===== src/rtl/window_2d_linebuf_if.sv =====
// Frame control plus pixel-in / window-out streams for window_2d_linebuf.
// The design side takes the slave modport; the driving side (feeder or bench) takes master.
interface window_2d_linebuf_if #(
  parameter int DATA_W = 8
);
  logic                  ap_start;
  logic                  ap_idle;
  logic                  ap_done;
  logic [DATA_W-1:0]     in_data;
  logic                  in_valid;
  logic                  in_ready;
  logic [9*DATA_W-1:0]   win_data;
  logic                  win_valid;
  logic                  win_ready;
  logic                  win_last;

  modport slave (
    input  ap_start, in_data, in_valid, win_ready,
    output ap_idle, ap_done, in_ready, win_data, win_valid, win_last
  );

  modport master (
    output ap_start, in_data, in_valid, win_ready,
    input  ap_idle, ap_done, in_ready, win_data, win_valid, win_last
  );
endinterface


===== src/rtl/window_2d_linebuf.sv =====
// Two-line buffer feeding 3x3 windows to the avg stage, with ap_start/ap_idle/ap_done frame control.
// Define WIN2D_PERF_CNT_EN to add the stall/starve/frame-cycle performance counters.
module window_2d_linebuf #(
  parameter int DATA_W = 8,
  parameter int IMG_W  = 64,
  parameter int IMG_H  = 64
) (
  input  logic                ap_clk,
  input  logic                ap_rst_n,
  window_2d_linebuf_if.slave  bus
`ifdef WIN2D_PERF_CNT_EN
  ,
  output logic [31:0]         perf_stall_cyc,
  output logic [31:0]         perf_starve_cyc,
  output logic [31:0]         perf_frame_cyc
`endif
);

  localparam int COL_W = $clog2(IMG_W);
  localparam int ROW_W = $clog2(IMG_H);

  typedef enum logic [1:0] {
    S_IDLE,
    S_RUN,
    S_LAST
  } state_e;

  state_e             state_q, state_d;
  logic [COL_W-1:0]   col_q, col_d;
  logic [ROW_W-1:0]   row_q, row_d;
  logic [DATA_W-1:0]  lb0_q [IMG_W];
  logic [DATA_W-1:0]  lb1_q [IMG_W];
  logic [DATA_W-1:0]  win_q [9];
  logic [DATA_W-1:0]  win_d [9];
  logic               vld_q, vld_d;
  logic               last_q, last_d;
  logic               done_q, done_d;

  logic               in_ready;
  logic               pix_acc;
  logic               start_acc;
  logic               last_pix;
  logic               emit;
  logic [DATA_W-1:0]  lb0_rd;
  logic [DATA_W-1:0]  lb1_rd;

  assign lb0_rd   = lb0_q[col_q];
  assign lb1_rd   = lb1_q[col_q];
  assign pix_acc  = bus.in_valid && in_ready;
  assign last_pix = (row_q == ROW_W'(IMG_H - 1)) && (col_q == COL_W'(IMG_W - 1));
  assign emit     = (row_q >= ROW_W'(2)) && (col_q >= COL_W'(2));

  always_comb begin
    state_d   = state_q;
    in_ready  = 1'b0;
    start_acc = 1'b0;
    done_d    = 1'b0;
    unique case (state_q)
      S_IDLE: begin
        if (bus.ap_start) begin
          start_acc = 1'b1;
          state_d   = S_RUN;
        end
      end
      S_RUN: begin
        in_ready = !vld_q || bus.win_ready;
        if (bus.in_valid && in_ready && last_pix) state_d = S_LAST;
      end
      S_LAST: begin
        if (vld_q && bus.win_ready) begin
          state_d = S_IDLE;
          done_d  = 1'b1;
        end
      end
      default: state_d = S_IDLE;
    endcase
  end

  always_comb begin
    col_d = col_q;
    row_d = row_q;
    if (pix_acc) begin
      if (col_q == COL_W'(IMG_W - 1)) begin
        col_d = '0;
        row_d = last_pix ? '0 : row_q + ROW_W'(1);
      end else begin
        col_d = col_q + COL_W'(1);
      end
    end
  end

  // Window shifts left one column per pixel; the fresh right column is lb1/lb0/pixel, top to bottom.
  always_comb begin
    win_d = win_q;
    if (pix_acc) begin
      for (int unsigned r = 0; r < 3; r++) begin
        win_d[r*3]     = win_q[r*3 + 1];
        win_d[r*3 + 1] = win_q[r*3 + 2];
      end
      win_d[2] = lb1_rd;
      win_d[5] = lb0_rd;
      win_d[8] = bus.in_data;
    end
  end

  // A reload in the accept cycle wins over the clear, so back-to-back windows need no bubble.
  always_comb begin
    vld_d  = vld_q;
    last_d = last_q;
    if (pix_acc && emit) begin
      vld_d  = 1'b1;
      last_d = last_pix;
    end else if (bus.win_ready) begin
      vld_d  = 1'b0;
      last_d = 1'b0;
    end
  end

  always_ff @(posedge ap_clk or negedge ap_rst_n) begin
    if (!ap_rst_n) begin
      state_q <= S_IDLE;
      col_q   <= '0;
      row_q   <= '0;
      vld_q   <= 1'b0;
      last_q  <= 1'b0;
      done_q  <= 1'b0;
      for (int unsigned i = 0; i < 9; i++) win_q[i] <= '0;
    end else begin
      state_q <= state_d;
      col_q   <= col_d;
      row_q   <= row_d;
      vld_q   <= vld_d;
      last_q  <= last_d;
      done_q  <= done_d;
      win_q   <= win_d;
    end
  end

  always_ff @(posedge ap_clk) begin
    if (pix_acc) begin
      lb1_q[col_q] <= lb0_rd;
      lb0_q[col_q] <= bus.in_data;
    end
  end

  always_comb begin
    for (int unsigned c = 0; c < 9; c++) bus.win_data[c*DATA_W +: DATA_W] = win_q[c];
  end

  assign bus.ap_idle   = (state_q == S_IDLE);
  assign bus.ap_done   = done_q;
  assign bus.in_ready  = in_ready;
  assign bus.win_valid = vld_q;
  assign bus.win_last  = last_q;

`ifdef WIN2D_PERF_CNT_EN
  logic [31:0] stall_q, starve_q, frame_q;

  always_ff @(posedge ap_clk or negedge ap_rst_n) begin
    if (!ap_rst_n) begin
      stall_q  <= '0;
      starve_q <= '0;
      frame_q  <= '0;
    end else if (start_acc) begin
      stall_q  <= '0;
      starve_q <= '0;
      frame_q  <= 32'd1;
    end else begin
      if (state_q != S_IDLE && vld_q && !bus.win_ready && stall_q != '1) stall_q <= stall_q + 32'd1;
      if (in_ready && !bus.in_valid && starve_q != '1) starve_q <= starve_q + 32'd1;
      if ((state_q != S_IDLE || done_q) && frame_q != '1) frame_q <= frame_q + 32'd1;
    end
  end

  assign perf_stall_cyc  = stall_q;
  assign perf_starve_cyc = starve_q;
  assign perf_frame_cyc  = frame_q;
`endif

endmodule


===== src/flat_wrapper.sv =====
// flat-port wrapper written by rule: the top's interface ports become plain ports
module window_2d_linebuf_flat 
#(
  parameter int DATA_W = 8,
  parameter int IMG_W  = 64,
  parameter int IMG_H  = 64
)
  (ap_clk, ap_rst_n, bus_ap_start, bus_in_data, bus_in_valid, bus_win_ready, bus_ap_idle, bus_ap_done, bus_in_ready, bus_win_data, bus_win_valid, bus_win_last);
  window_2d_linebuf_if #(.DATA_W(DATA_W)) bus_i ();
  input  logic ap_clk;
  input  logic ap_rst_n;
  input wire logic [$bits(bus_i.ap_start)-1:0] bus_ap_start;
  input wire logic [$bits(bus_i.in_data)-1:0] bus_in_data;
  input wire logic [$bits(bus_i.in_valid)-1:0] bus_in_valid;
  input wire logic [$bits(bus_i.win_ready)-1:0] bus_win_ready;
  output wire logic [$bits(bus_i.ap_idle)-1:0] bus_ap_idle;
  output wire logic [$bits(bus_i.ap_done)-1:0] bus_ap_done;
  output wire logic [$bits(bus_i.in_ready)-1:0] bus_in_ready;
  output wire logic [$bits(bus_i.win_data)-1:0] bus_win_data;
  output wire logic [$bits(bus_i.win_valid)-1:0] bus_win_valid;
  output wire logic [$bits(bus_i.win_last)-1:0] bus_win_last;
  assign bus_i.ap_start = bus_ap_start;
  assign bus_i.in_data = bus_in_data;
  assign bus_i.in_valid = bus_in_valid;
  assign bus_i.win_ready = bus_win_ready;
  assign bus_ap_idle = bus_i.ap_idle;
  assign bus_ap_done = bus_i.ap_done;
  assign bus_in_ready = bus_i.in_ready;
  assign bus_win_data = bus_i.win_data;
  assign bus_win_valid = bus_i.win_valid;
  assign bus_win_last = bus_i.win_last;
  window_2d_linebuf #(.DATA_W(DATA_W), .IMG_W(IMG_W), .IMG_H(IMG_H)) u_core (.ap_clk(ap_clk), .ap_rst_n(ap_rst_n), .bus(bus_i));
endmodule

===== config.mk =====
export PLATFORM = sky130hd
export DESIGN_NAME = window_2d_linebuf_flat
export DESIGN_NICKNAME = d
export VERILOG_FILES = /design/src/rtl/window_2d_linebuf_if.sv /design/src/rtl/window_2d_linebuf.sv /design/src/flat_wrapper.sv
export SDC_FILE = /design/constraint.sdc
export NUM_CORES = 1
export LEC_CHECK = 0
export CORE_AREA = 2 2 333 335
export CTS_CLUSTER_DIAMETER = 200
export CTS_CLUSTER_SIZE = 12
export DETAILED_ROUTE_END_ITERATION = 6
export DIE_AREA = 0 0 335 337
export PLACE_DENSITY = 0.55
export SLEW_MARGIN = 0
export SYNTH_ARGS = -nofsm -noshare
export SYNTH_HDL_FRONTEND = slang
export SYNTH_SLANG_ARGS = --single-unit

===== constraint.sdc =====
create_clock -name ap_clk -period 7.35 [get_ports ap_clk]
set_input_delay 1.47 -clock ap_clk [delete_from_list [all_inputs] [get_ports ap_clk]]
set_output_delay 1.47 -clock ap_clk [all_outputs]
set_load 0.03 [all_outputs]

==> impl_metrics.env <==
export IMPL_async_flop_share_pct=8.00
export IMPL_grt_overflow_total=0
export IMPL_nets=2752
export IMPL_finalHoldViolCount=0
export IMPL_synth_cell_type_count=73
export IMPL_min_path_type="flip-flop to flip-flop"
export IMPL_finalMaxSlewViolations=0
export IMPL_grt_usage_pct=25.0
export IMPL_design_area_um2=49000
export IMPL_cts_sinks=1113
export IMPL_numCtsBuffers=102
export IMPL_rsz0062_at_grt="false"
export IMPL_p_total_mw=19.9
export IMPL_gp_congestion=0.923
export IMPL_area_growth_pct=13.1
export IMPL_layout_drive_gt1_share_pct=14.7
export IMPL_cap_violations=0
export IMPL_r2r_cells=8
export IMPL_core_um2=110000
export IMPL_synth_top_area_cell="edfxtp_1"
export IMPL_num_rows=122
export IMPL_cts_buffer_depth=3
export IMPL_whs_path_depth=2
export IMPL_status="finished clean"
export IMPL_start_util_pct=39.5
export IMPL_grt_pass1_wl_um=199000
export IMPL_yosysSeqAreaShare_pct=76.1
export IMPL_drt_iter0_drc=3946
export IMPL_layout_min_cycle_time_ns=5.10
export IMPL_wl_um=143000
export IMPL_regToRegStartpoint="u_core.col_q[1]$_DFFE_PN0P_"
export IMPL_min_from="u_core.bus.win_data[29]$_DFFE_PN0P_"
export IMPL_post_cts_resized=0
export IMPL_final_common_cell="edfxtp_1"
export IMPL_skew_ns=0.0447
export IMPL_port_buffers=89
export IMPL_clk_latency_ns=0.71
export IMPL_startpoint_type="flip-flop"
export IMPL_ys_top_cells_by_area="edfxtp_1, dfrtp_1, mux2i_1, a221oi_1, nand2_1"
export IMPL_slew_headroom_pct=8.16
export IMPL_critPathKind="flip-flop to flip-flop"
export IMPL_antenna_left=0
export IMPL_synth_avg_cell_area_um2=16.7
export IMPL_powerDensity_nw_per_um2=407
export IMPL_antenna_cells=0
export IMPL_worst_ep_arrival_time_ns=5.68
export IMPL_final_util_pct=44.7
export IMPL_num_vias=26400
export IMPL_end_kind="flip-flop"
export IMPL_rrSetupSlack_ns=2.25
export IMPL_io_pins=90
export IMPL_die_area_um2=113000
export IMPL_cts_root_buffer="clkbuf_16"
export IMPL_pre_cts_slack_ns=2.43
export IMPL_stdcell_count=4208
export IMPL_syn_inst=2588
export IMPL_die_width_um=335
export IMPL_dpl_hpwl_um=85200
export IMPL_wire_per_inst_um=33.9
export IMPL_hold_buffers=0
export IMPL_syn_num_nets=2605
export IMPL_die_y_um=337
export IMPL_vdd_drop_max_uv=354
export IMPL_synth_top_area_share_pct=71.0
export IMPL_ys_flop_type="edfxtp_1"
export IMPL_fmax_mhz=196
export IMPL_holdWs_ns=0.480
export IMPL_clkTransAtPathRegs_ns=0.06
export IMPL_hold_path_endpoint="u_core.bus.win_data[29]$_DFFE_PN0P_"
export IMPL_r2r_end="u_core.bus.win_data[43]$_DFFE_PN0P_"
export IMPL_synth_edf_count=1024
export IMPL_cts_tree="done"
export IMPL_cp_max_fo=86
export IMPL_syn_area_um2=43300
export IMPL_setup_violations=0
export IMPL_finalSetupTns_ns=0
export IMPL_grt_pass1_vias=25200
export IMPL_postCtsSetupRepairBufs=0
export IMPL_leakagePower_nw=16.1
export IMPL_synth_seq_cells=1113
export IMPL_antenna_found_initial=2
export IMPL_place_area_um2=46200
export IMPL_ys_warn_count=0
export IMPL_timing_final_ws_setup_ns=2.25
export IMPL_dp_cells=4057
export IMPL_post_route_period_util_pct=69.5
export IMPL_tightest_slew_ns=1.36
export IMPL_first_pass_iters=6
export IMPL_vias_per_cell=6.28
export IMPL_required_ns=7.92
export IMPL_most_common_layout_cells="edfxtp_1, nand2_1, buf_4, mux2i_1, nor2_1"
export IMPL_htree_levels=3
export IMPL_grt_max_degree=87
export IMPL_drc_errors=0
cell type report:
type | instances | area (um^2)
fill | 9433 | 60600
clock inverter | 6 | 48.8
multi-input combinational | 1275 | 9490
sequential | 1113 | 33000
clock buffer | 145 | 2740
timing repair buffer | 232 | 1950
tap | 1426 | 1780
inverter | 11 | 41.3
cell usage after synthesis (6+ instances only):
library cell  count
buf_1            17
a211oi_1          8
dfrtp_1          89
mux2_2           61
a22o_1           29
o22ai_1          55
and3_1            7
inv_1             8
nor3_1           19
a32oi_1          13
nand3_1          26
nand2b_1         10
mux4_2           40
edfxtp_1       1024
nand3b_1          8
buf_2            70
o21ai_0          30
a31oi_1          22
nor2_1          118
nand4_1          10
o221ai_1         14
o32ai_1           9
a22oi_1         105
a221oi_1        107
mux2_1            7
nand2_1         242
o22a_1           19
a221o_1          10
nor3b_1           6
nor2b_1           7
mux2i_1         123
a32o_1            7
or3b_2            7
buf_6            12
clkbuf_1         73
and3b_1           8
buf_4            17
a21oi_1          54
sequential cells by signal (all words and copies together) (netlist names):
name,cells
u_core.bus.ap_done,1
u_core.bus.win_data,72
u_core.bus.win_last,1
u_core.bus.win_valid,1
u_core.col_q,6
u_core.lb0_q,512
u_core.lb1_q,512
u_core.row_q,6
u_core.state_q,2
layer usage:
layer	vias to the layer above	routed length, um	track usage, %	part of all wire (%)
met5	-	10	0	0.0070
met4	2	6470	11.1	4.5
met3	286	15100	5.23	11
met2	1766	64900	38.4	45
met1	13700	56300	34.4	39
li1	10600	-	-	-
power breakdown:
group | internal, mW | switching, mW | leakage (nW)
Sequential | 8.40 | 0.331 | 10.3
Clock | 2.55 | 2.24 | 1.35
Combinational | 1.70 | 4.72 | 4.48
worst max path at each step:
stage                                start                                  end  cells after the start
6_report       u_core.col_q[1]$_DFFE_PN0P_  u_core.bus.win_data[43]$_DFFE_PN0P_                      8
5_1_grt        u_core.col_q[1]$_DFFE_PN0P_  u_core.bus.win_data[43]$_DFFE_PN0P_                      8
3_3_place_gp   u_core.col_q[1]$_DFFE_PN0P_  u_core.bus.win_data[43]$_DFFE_PN0P_                      8
4_1_cts        u_core.col_q[1]$_DFFE_PN0P_  u_core.bus.win_data[43]$_DFFE_PN0P_                      8
3_5_place_dp   u_core.col_q[1]$_DFFE_PN0P_  u_core.bus.win_data[43]$_DFFE_PN0P_                      8
2_1_floorplan                bus_win_ready        u_core.lb0_q[12][0]$_DFFE_PP_                      6
cell families (layout without fill, tap and decap cells):
logic type / Yosys count / in the layout / share of synthesized area, %
flops: 1113 / 1113 / 76.1
xor+xnor: 7 / 7 / 0.141
fa+ha+maj: 4 / 4 / 0.115
buf+inv: 200 / 394 / 2.29
simple gates: 501 / 501 / 5.27
compound gates: 532 / 532 / 9.40
mux: 231 / 231 / 6.69
critical path: stages (launching register included):
cell and delay [ns]:
dfrtp_4 0.63, buf_12 0.51, nand2b_1 0.85, o22a_1 0.32
o221ai_1 0.29, a221oi_1 0.53, nand4_1 0.73, buf_4 0.61
mux2_2 0.35
Power figures use the tool's default switching activity.
